===== config.mk =====
export PLATFORM = sky130hd
export DESIGN_NAME = program_loader
export DESIGN_NICKNAME = d
export VERILOG_FILES = /design/src/rtl/program_loader_pkg.sv /design/src/rtl/program_loader_word_assembler.sv /design/src/rtl/program_loader.sv
export SDC_FILE = /design/constraint.sdc
export NUM_CORES = 1
export LEC_CHECK = 0
export BUFFER_PORTS_ARGS = -buffer_cell sky130_fd_sc_hd__buf_2
export CAP_MARGIN = 20
export CELL_PAD_IN_SITES_DETAIL_PLACEMENT = 0
export CELL_PAD_IN_SITES_GLOBAL_PLACEMENT = 1
export CORE_MARGIN = 2
export CORE_UTILIZATION = 46
export CTS_CLUSTER_DIAMETER = 50
export CTS_CLUSTER_SIZE = 10
export DETAILED_ROUTE_END_ITERATION = 8
export PLACE_DENSITY = 0.93
export SLEW_MARGIN = 15
export SYNTH_ARGS = -nofsm -noshare
export SYNTH_HDL_FRONTEND = slang
export SYNTH_SLANG_ARGS = --single-unit

===== constraint.sdc =====
create_clock -name clk -period 2.8 [get_ports clk]
set_clock_uncertainty 0.15 [all_clocks]
set_input_delay 0.28 -clock clk [delete_from_list [all_inputs] [get_ports clk]]
set_output_delay 0.28 -clock clk [all_outputs]
set_load 0.05 [all_outputs]

===== src/rtl/program_loader_pkg.sv =====
// Shared types and constants for the program image loader.
// Pure declarations; no timing or flow-control behaviour of its own.
package program_loader_pkg;

    typedef enum logic [2:0] {
        ST_IDLE,
        ST_LEN_LO,
        ST_LEN_HI,
        ST_CHECK,
        ST_COLLECT,
        ST_WRITE,
        ST_DONE,
        ST_ERROR
    } state_t;

    localparam int BYTE_W     = 8;
    localparam int WORD_BYTES = 4;
    localparam int HDR_BYTES  = 2;

endpackage


===== src/rtl/program_loader_word_assembler.sv =====
// Packs accepted bytes little-endian into one instruction word.
// Byte lands in the register on the accepting edge; no backpressure of its own.
module word_assembler
    import program_loader_pkg::*;
(
    input  logic                         clk,
    input  logic                         reset,
    input  logic                         i_load_byte,
    input  logic                         i_clear,
    input  logic [BYTE_W-1:0]            i_byte,
    output logic [WORD_BYTES*BYTE_W-1:0] o_word,
    output logic                         o_last_byte
);

    localparam int IDX_W = $clog2(WORD_BYTES);

    logic [IDX_W-1:0]             r_byte_idx;
    logic [WORD_BYTES*BYTE_W-1:0] r_word;

    always_ff @(posedge clk or negedge reset) begin
        if (!reset) begin
            r_byte_idx <= '0;
            r_word     <= '0;
        end else if (i_clear) begin
            r_byte_idx <= '0;
        end else if (i_load_byte) begin
            r_word[{r_byte_idx, 3'b000} +: BYTE_W] <= i_byte;
            r_byte_idx                             <= r_byte_idx + 1'b1;
        end
    end

    assign o_word      = r_word;
    assign o_last_byte = (r_byte_idx == IDX_W'(WORD_BYTES - 1));

endmodule


===== src/rtl/program_loader.sv =====
// Streams a length-prefixed image from a byte link into program memory, holding the CPU meanwhile.
// One write strobe the cycle after a word's 4th byte; byte_valid gaps stall indefinitely.
module program_loader
    import program_loader_pkg::*;
#(
    parameter int                    MEMORY_DEPTH = 32,
    parameter int                    DATA_WIDTH   = 32,
    parameter logic [DATA_WIDTH-1:0] BASE_ADDRESS = '0
) (
    input  logic                  clk,
    input  logic                  reset,
    input  logic                  start,
    input  logic [7:0]            byte_in,
    input  logic                  byte_valid,
    output logic                  byte_ready,
    output logic                  WriteEnable,
    output logic [DATA_WIDTH-1:0] WriteAddress,
    output logic [DATA_WIDTH-1:0] WriteData,
    output logic                  cpu_hold,
    output logic                  done,
    output logic                  error
);

    localparam int IDX_W = $clog2(MEMORY_DEPTH) + 1;

    state_t                    r_state;
    state_t                    w_state_next;
    logic [HDR_BYTES*8-1:0]    r_len;
    logic [IDX_W-1:0]          r_word_idx;
    logic [IDX_W-1:0]          w_word_idx_inc;
    logic [DATA_WIDTH-1:0]     r_waddr_hold;
    logic [DATA_WIDTH-1:0]     r_wdata_hold;
    logic [DATA_WIDTH-1:0]     w_cur_addr;
    logic [DATA_WIDTH-1:0]     w_word;
    logic                      w_load_byte;
    logic                      w_clear;
    logic                      w_last_byte;

    assign w_load_byte    = (r_state == ST_COLLECT) && byte_valid;
    assign w_clear        = (r_state == ST_CHECK) || (r_state == ST_WRITE);
    assign w_word_idx_inc = r_word_idx + 1'b1;
    assign w_cur_addr     = BASE_ADDRESS + (DATA_WIDTH'(r_word_idx) << 2);

    word_assembler u_word_assembler (
        .clk         (clk),
        .reset       (reset),
        .i_load_byte (w_load_byte),
        .i_clear     (w_clear),
        .i_byte      (byte_in),
        .o_word      (w_word),
        .o_last_byte (w_last_byte)
    );

    always_comb begin
        w_state_next = r_state;
        byte_ready   = 1'b0;
        WriteEnable  = 1'b0;
        cpu_hold     = 1'b1;
        done         = 1'b0;
        error        = 1'b0;
        case (r_state)
            ST_IDLE: begin
                cpu_hold = 1'b0;
                if (start) w_state_next = ST_LEN_LO;
            end
            ST_LEN_LO: begin
                byte_ready = 1'b1;
                if (byte_valid) w_state_next = ST_LEN_HI;
            end
            ST_LEN_HI: begin
                byte_ready = 1'b1;
                if (byte_valid) w_state_next = ST_CHECK;
            end
            ST_CHECK: begin
                if (r_len == '0)
                    w_state_next = ST_DONE;
                else if (32'(r_len) > 32'(MEMORY_DEPTH))
                    w_state_next = ST_ERROR;
                else
                    w_state_next = ST_COLLECT;
            end
            ST_COLLECT: begin
                byte_ready = 1'b1;
                if (byte_valid && w_last_byte) w_state_next = ST_WRITE;
            end
            ST_WRITE: begin
                WriteEnable = 1'b1;
                if (32'(w_word_idx_inc) == 32'(r_len))
                    w_state_next = ST_DONE;
                else
                    w_state_next = ST_COLLECT;
            end
            ST_DONE: begin
                cpu_hold = 1'b0;
                done     = 1'b1;
                if (start) w_state_next = ST_LEN_LO;
            end
            ST_ERROR: begin
                error = 1'b1;
                if (start) w_state_next = ST_LEN_LO;
            end
            default: w_state_next = ST_IDLE;
        endcase
    end

    always_ff @(posedge clk or negedge reset) begin
        if (!reset) begin
            r_state      <= ST_IDLE;
            r_len        <= '0;
            r_word_idx   <= '0;
            r_waddr_hold <= BASE_ADDRESS;
            r_wdata_hold <= '0;
        end else begin
            r_state <= w_state_next;
            case (r_state)
                ST_LEN_LO: if (byte_valid) r_len[7:0]  <= byte_in;
                ST_LEN_HI: if (byte_valid) r_len[15:8] <= byte_in;
                ST_CHECK:  r_word_idx <= '0;
                ST_WRITE: begin
                    r_word_idx   <= w_word_idx_inc;
                    r_waddr_hold <= w_cur_addr;
                    r_wdata_hold <= w_word;
                end
                default: ;
            endcase
        end
    end

    // Live values during the strobe, last-written values everywhere else.
    assign WriteAddress = (r_state == ST_WRITE) ? w_cur_addr : r_waddr_hold;
    assign WriteData    = (r_state == ST_WRITE) ? w_word     : r_wdata_hold;

endmodule


# --- Word-level counts from Yosys, hierarchy flattened ---
# Cells that the tools add are included.
word_totals:
  ramBits: 0
  in_bits: 12
  latch_bits: 0
  mem_bits_ro: 0
  mem_count: 0
  word_cells: 61
  register_bits: 123
op_classes:
  n_shift: 2
  mul: 0
  add_sub_neg: 3
  bitwise: 1
  reduce_logical: 14
  n_div: 0
  magnitude_cmp: 1
  muxes: 19
  n_eq_ne: 13
op_table:
  columns: ["cell", "n"]
  rows:
  - ["two-way mux 32 bit", 2]
  - ["bitwise mux 32 bit", 1]
  - ["variable shift 8 x 7 -> 32 bit, first input constant", 1]
  - ["variable part select 8 x 7 -> 32 bit", 1]
  - ["one-hot mux 3 bit (6 select lines)", 1]
  - ["== test 6 x 16 -> 1 bit", 1]
  - ["greater-than comparator 16 x 6 -> 1 bit, second input constant", 1]
  - ["zero test 16 bit", 1]
  - ["== test 3 bit, second input constant", 4]
  - ["two-way mux 3 bit", 4]
  - ["one-hot mux 6 bit (2 select lines)", 1]
  - ["two-way mux 2 bit", 5]
  - ["negator 5 -> 7 bit", 1]
  - ["adder 6 x 1 -> 6 bit, second input constant", 1]
  - ["== test 3 x 2 -> 1 bit, second input constant", 2]
  - ["AND reduction 2 bit", 3]
  - ["OR reduction 3 bit", 2]
  - ["two-way mux 1 bit", 5]
  - ["!= test 2 x 1 -> 1 bit, second input constant", 2]
  - ["!= test 2 bit, second input constant", 2]
  - ["AND reduction 4 bit", 1]
  - ["nonzero test 2 bit", 2]
  - ["== test 3 x 1 -> 1 bit, second input constant", 1]
  - ["zero test 3 bit", 1]
  - ["other kinds (6)", 7]

# --- Depth between registers and ports, before layout ---
# Gate-level depths: netlist of the first run.
depth:
  depth_word: 4
  mapped_depth: 7
  depth_no_buf: 6

# --- Hierarchy ---
# A second synthesis of the first run with hierarchy kept.
hier_totals:
  cells_unflattened: 504
  hier_area_um2: 5345.1
by_module_without_submodules:
  columns: ["module", "instances", "cells_per_inst", "area_per_inst_um2"]
  rows:
  - ["program_loader", 1, 354, 3692.3]
  - ["word_assembler", 1, 150, 1652.8]

# --- Worst setup path after synthesis of the first run ---
# No wires, ideal clock.
synth_timing:
  path_kind: "flip-flop to output port"
  start: "register r_state[2]"
  end: "output byte_ready"
  setup_slack_ps: 403
  path_stages_with_launch: 5
  arrival_time_ps: 1967
  path_buffers: 2
  required_time_ps: 2370
  path_cell_list: "dfrtp_1 -> clkbuf_1 -> buf_2 -> xnor2_1 -> o21ai_0"
synth_between:
  elab_chain_len: 3
  elab_cells_between_ends: 5
  cone_classes: "eq/ne (3); mux (1); reduce/logical (1)"
synth_rtl:
  columns: ["element", "line_no", "text"]
  rows:
  - ["from (decl)", "program_loader.sv:26", "state_t r_state;"]
  - ["from (signal assigned)", "program_loader.sv:114", "r_state <= w_state_next;"]
  - ["== test 3 bit, or another cell as far along", "program_loader.sv:61", "case (r_state)"]
  - ["OR reduction 3 bit (no line) *", null, null]
  - ["two-way mux 1 bit *", "program_loader.sv:61", null]
  - ["to (decl)", "program_loader.sv:15", "output logic byte_ready,"]
# Mark *: on every way between the ends. The rest lies on a longest branch, timed or not.

# --- Worst setup path after layout of the first run ---
layout_timing:
  start: "register r_state[1]"
  end: "output WriteData[22]"
layout_between:
  elab_chain_len: 2
layout_rtl:
  columns: ["element", "line_no", "text"]
  rows:
  - ["== test 3 bit", "program_loader.sv:131", "assign WriteData = (r_state == ST_WRITE) ? w_word : r_wdata_hold;"]
  - ["two-way mux 32 bit", null, null]
  - ["to (decl)", "program_loader.sv:18", "output logic [DATA_WIDTH-1:0] WriteData,"]
# No other way between the ends.

==> results of run 1 <==
[logic make-up (layout without fill, tap and decap cells)]
family	count (synthesis)	after routing	share of synthesized area (%)
adders and majority gates	6	6	1.47
and+or+nand+nor	267	267	22.6
buffers and inverters	32	140	2.56
AOI/OAI and AO/OA	75	75	8.16
xor gates and xnor gates	6	6	1.03
DFF	123	123	60.5
muxes	17	17	3.76
[power by group through the flow]
stage	Combinational [W]	Clock (W)	Sequential (W)
2_1_floorplan	0.00238	0	0.00255
3_5_place_dp	0.00299	0	0.00272
3_3_place_gp	0.00292	0	0.00269
5_1_grt	0.00330	0.00245	0.00277
4_1_cts	0.00303	0.00238	0.00270
6_report	0.00302	0.00234	0.00270
[Yosys cell counts (all sizes together), types with 3 or more instances]
cell type / n / area share [%]
a21oi: 10 / 0.98
a31oi: 3 / 0.37
and2: 26 / 3.2
buf: 10 / 0.93
clkbuf: 16 / 1.2
dfrtp: 123 / 60
ha: 6 / 1.5
inv: 6 / 0.44
mux2: 17 / 3.8
nand2: 198 / 15
nand3: 4 / 0.39
nor2: 12 / 0.88
nor2b: 4 / 0.49
nor3: 7 / 0.69
nor3b: 6 / 0.98
nor4: 5 / 0.61
o21ai: 51 / 5.0
xnor2: 4 / 0.69
[state kept, by name, indices dropped and copies added, names as in the netlist]
| signal | cells |
|---|---|
| r_state | 3 |
| r_waddr_hold | 32 |
| r_len | 16 |
| r_word_idx | 6 |
| u_word_assembler.r_byte_idx | 2 |
| r_wdata_hold | 32 |
| u_word_assembler.o_word | 32 |
[stage by stage]
step | cells | area [um2] | utilization, %
finish | 774 | 6420 | 59.2
CTS | 774 | 6410 | 59.1
detailed placement | 733 | 5670 | 52.3
global placement | 733 | 5670 | 52.3
floorplan | 526 | 5090 | -
global route | 774 | 6420 | 59.2
[final cells by class]
class	count	area share, %
multi-input cells	371	29.4
flip-flops and latches	123	48.0
clock buffers	19	6.88
inverters	6	0.351
clock inverters	12	3.04
well taps	140	2.73
repair buffers	103	9.61
[worst max-delay path, delay by kind of cell, from the launching register on]
| family | cells | cell delay (ns) |
|---|---|---|
| flops | 1 | 0.38 |
| simple gates | 4 | 0.54 |
| buf+inv | 3 | 0.65 |
[worst paths after layout]
kind / endpoint / slack (ns) / cells after the start
setup reg to reg: r_len[9] / 0.57 / 4
setup / recovery: WriteData[22] / 0.27 / 7
hold / removal: r_state[0] / 0.04 / 4
min in group asynchronous: r_wdata_hold[31] / 0.23 / 2
hold reg to reg: r_wdata_hold[10] / 0.31 / 2
max in group asynchronous: r_state[2] / 1.43 / 3
[routing by layer]
metal | wire length [um] | vias up | global-route usage, %
met3 | 607 | 11 | 6.16
li1 | - | 1918 | -
met1 | 5150 | 1898 | 27.2
met5 | 0 | - | 0
met2 | 5660 | 125 | 33.9
met4 | 97 | 0 | 6.87
[repair_timing]
item / in CTS / in global routing
hold buffers: 10 / 0
gates resized for setup: 0 / 2
setup endpoints to repair: 0 / 38
hold endpoints to repair: 100 / 0
==> impl_results.md, run 1 <==
- Outcome: finished, final reports clean
- Crit-path max cell delay: 0.38 ns
- Area Growth Syn to Fin: 26.0%
- YS warnings: 0
- EDFF count, synth: 0
- Internal power: 0.00474 W
- H-tree level count: 4
- Post-DP HPWL: 7.48 mm
- Fillers: approximately 900
- Clock power frac: about 29%
- Core region area: 10,800 um2
- Slowest CP cell: dfrtp_1
- Register Area: 3080 um2
- Clock sinks: roughly 120
- Asr flop ratio synth: 100%
- Fin Hold WS: 0.0437 ns
- Crit-path cells: nor2b_1 -> nand2_2 -> inv_1 -> buf_6 -> nand2_1 -> nand2_1 -> buf_2
- Height of the chip: 109 um
- Max_cap viols: 0
- N_diodes: 0
- TNS Setup: 0 ns
- Setup crit start kind: flop
- Most common cell after layout, fill and taps aside: nand2_1
- Worst-Skew Late Latency: 0.52 ns
- CTS Buffer Depth: 2
- Root buffer cell: clkbuf_8
- Seq/Total Area, Yosys: 60.5%
- Cells after synthesis: 526
- Synth cell types: 35
- Detailed-route DRC error count: 0
- Hold Path Origin: byte_valid
- FF-to-FF Start: r_state[2]
- Synthesized area: around 5100 um2
- Critical setup path kind: reg -> out
- Post-Route WL: 11.5 mm
- Initial antenna violation count: 0
- Minimum clock period: 2.53 ns
- CP required: 2.37 ns
- Worst setup margin: 0.275 ns
- Peak Freq: 0.396 GHz
- Most frequent cells in the layout: nand2_1, dfrtp_1, buf_2
- Vias: just under 4,000
- CTS tree: built
- WP data arrival: 2.10 ns
- Die Wd: around 110 um
- Logic pwr share: 37.4%
- Net Switching: between 0.003 and 0.004 W
- Slew Limit Fails: 0
- Sw Share: 41.2%
- Endpoint type of the worst setup path: output pin
- Gr usage total: a little over a fifth
- Post-synthesis net count: around 540
- Leak: 3.31 nW
- CP max FO: 40
- Pre-CTS setup slack: 0.463 ns
- Worst setup path startpoint: r_state[1]
- Power share of the sequential group: 33.5%
- RSZ-0062 raised after global routing: false
- Vias in the first global route: 3,788
- Multi-input logic area: 1890 um2
- Worst Hold Class: in -> reg
- Fin crit share: 90.2%
- Die ar.: about 12,000 um2
- DRT Pass-1 Iters: 5
- #FFs+latches synth: ~120
- Ports: between 80 and 90
- I/O Buffers: 80
- Mean Syn Cell Area: 9.68 um2
- Relative slew margins: 51.5%
- Most used cell, CP: nand2_1
- Post-DRT Antenna Nets: 0
- Pwr dens: approximately 1300 nW/um2
- Ys flop type: dfrtp_1
- Setup Buffers After CTS: 0
- Vias per inst: 5.11
- Power Total: 0.00806 W
- Largest net degree at the start of global routing: 57
- DR WL/cell: 14.9 um
- Endpoints failing setup: 0
- VDD IR max: 0.584 mV
- First-pass GRT wire length: 18.8 mm
- Total CTS buffers: 17
- GRT overflow: 0
- Gp weighted congestion: 0.835
- Worst-Margin Slew: 0.728 ns
- Share of post-route cells with drive strength above 1: 23.0%
- Final Net Count: 640
- Hold Vio Cnt, Final: 0
- Iteration-0 DRC Markers: 237
- Worst-path clk slew: about 0.060 ns
- # rows: 38
- Initial Util: 47.0%
(Power assumes the default switching activity.)
==> run 2: changes to the inputs <==
--- a/config.mk
+++ b/config.mk
@@ -10,11 +10,11 @@
 export CELL_PAD_IN_SITES_DETAIL_PLACEMENT = 0
 export CELL_PAD_IN_SITES_GLOBAL_PLACEMENT = 1
 export CORE_MARGIN = 2
-export CORE_UTILIZATION = 46
+export CORE_UTILIZATION = 39
 export CTS_CLUSTER_DIAMETER = 50
 export CTS_CLUSTER_SIZE = 10
 export DETAILED_ROUTE_END_ITERATION = 8
-export PLACE_DENSITY = 0.93
+export PLACE_DENSITY_LB_ADDON = 0.25
 export SLEW_MARGIN = 15
 export SYNTH_ARGS = -nofsm -noshare
 export SYNTH_HDL_FRONTEND = slang
==> impl_results.md, run 2 (synthesized netlist as in run 1, its figures left out) <==
- Minimum clock period: roughly 2.6 ns
- Worst-Skew Late Latency: about 0.41 ns
- Crit-path cells: nand2_2 -> inv_1 -> buf_4 -> nand2_1 -> nand2_1 -> buf_2
- CTS Buffer Depth: 2
- R2R cell count: 4
- Hold path endpoint: u_word_assembler.o_word[10]
- Iteration-0 DRC Markers: 306
- Internal power: 0.00452 W
- Most used cell, CP: nand2_1
- Leak: 3.26 nW
- Post-Route WL: 11.5 mm
- Most common cell after layout, fill and taps aside: nand2_1
- Crit-path leading delay family: flip-flops
- GRT overflow: 0
- Setup Buffers After CTS: 0
- Vias: roughly 3,800
- H-tree level count: 4
- Slowest CP cell: dfrtp_1
- VDD IR max: between 0.6 and 0.7 mV
- Fin Hold WS: around 0.047 ns
- Max_cap viols: 0
- CP max FO: 28
- I/O Buffers: 80
- Vias in the first global route: 3,755
- Worst Hold Depth: 3
- Logic pwr share: a little under two fifths
- Total CTS buffers: 17
- Endpoint type of the worst setup path: output pin
- Worst Hold Class: in -> reg
- Height of the chip: 118 um
- Die Wd: around 120 um
- Initial Util: 40.2%
- Largest net degree at the start of global routing: 65
- Critical setup path kind: reg -> out
- Peak Freq: 0.385 GHz
- FF-to-FF Start: r_state[2]
- Pwr dens: about 1200 nW/um2
- Critical R2R Capture: r_len[3]
- Fin crit share: 92.8%
- Root buffer cell: clkbuf_16
- Die ar.: 14,000 um2
- Vias per inst: around 4.8
- Setup crit start kind: flop
- Hold Vio Cnt, Final: 0
- RSZ-0062 raised after global routing: false
- Detailed-route DRC error count: 0
- R2R Setup Slk: 0.41 ns
- Worst-Margin Slew: 0.720 ns
- DRT Pass-1 Iters: 4
- Hold Path Origin: byte_in[2]
- Worst-path clk slew: 0.06 ns
- Power share of the sequential group: 34.5%
- Final Net Count: 632
- Most frequent cells in the layout: nand2_1, dfrtp_1, buf_2
- Core region area: 12,700 um2
- Gp weighted congestion: a little under 0.8
- TNS Setup: 0 ns
- Outcome: finished, final reports clean
- Area Growth Syn to Fin: 23.8%
- Initial antenna violation count: 0
- Gr usage total: 17.6%
- Clock sinks: ~120
- Endpoints failing setup: 0
- Relative slew margins: 52.0%
- Crit-path max cell delay: 0.71 ns
- Power Total: approximately 0.0078 W
- Share of post-route cells with drive strength above 1: ~23%
- Post-DRT Antenna Nets: 0
- Slew Limit Fails: 0
- First-pass GRT wire length: 19.3 mm
- Ports: 81
- N_diodes: 0
- WP data arrival: around 2.2 ns
- CP Buf/Inv Count: 3
- CP required: 2.37 ns
- Post-DP HPWL: 7.45 mm
- CTS tree: built
- Clock power frac: 27.2%
- DR WL/cell: 14.4 um
- Sw Share: about two fifths
- Net Switching: ~0.0033 W
- # rows: 41
==> run 2: cell count changes in the layout (fill, tap and decap cells not counted), sizes merged <==
cell	delta
dlygate4sd3	-9
clkinvlp	-4
clkbuf	+3
buf	+1
bufinv	-3
clkinv	+3
==> run 2: stage by stage <==
step	cell area (um2)	std cells	utilization [%]	setup WS, ns
2_1_floorplan	5090	526	-	0.403
3_3_place_gp	5720	766	45.2	0.533
3_5_place_dp	5720	766	45.2	0.469
4_1_cts	6300	797	49.7	0.123
5_1_grt	6300	797	49.7	0.0170
6_report	6300	797	49.7	0.203
==> run 2: layout make-up <==
type | count | area [um2]
clock inverters | 8 | 93.8
multi-input cells | 371 | 1890
well taps | 172 | 215
flip-flops and latches | 123 | 3080
clock buffers | 22 | 474
fillers | 1244 | 6370
inverters | 6 | 22.5
repair buffers | 95 | 534
==> run 2: how the worst max path moves through the flow <==
stage               start                to  slack (ns)  cells after the start
2_1_floorplan  r_state[2]        byte_ready        0.40                      4
3_3_place_gp   r_state[2]         r_len[14]        0.53                      4
3_5_place_dp   r_state[2]         r_len[15]        0.47                      4
4_1_cts        r_state[2]  WriteAddress[27]        0.12                      4
5_1_grt        r_state[2]     WriteData[31]        0.02                      6
6_report       r_state[2]     WriteData[31]        0.20                      6
==> run 2: repair_timing <==
action | in CTS | in global routing
hold buffers | 1 | 0
endpoints found under the hold margin | 53 | 0
endpoints found under the setup margin | 0 | 21
resized for setup | 0 | 1
==> run 2: worst register-to-register path, cell delays in order (launching register included) <==
cell and delay, ns:
dfrtp_1 0.59, inv_1 0.39, nand2_1 0.17, nor2_1 0.56, mux2_2 0.41
==> run 2: power by group through the flow <==
stage,Clock [W],Sequential [W],Combinational (W)
finish,0.00212,0.00269,0.00298
global route,0.00225,0.00276,0.00327
CTS,0.00217,0.00269,0.00301
detailed placement,0,0.00272,0.00300
global placement,0,0.00270,0.00296
floorplan,0,0.00255,0.00238
==> run 2: routing by layer <==
layer	share of wire [%]	vias to the layer above	track usage, %
met4	1.2	0	5.65
met3	4.2	13	5.65
met5	0	-	0
met2	47	73	26.6
li1	-	1897	-
met1	48	1820	24.1
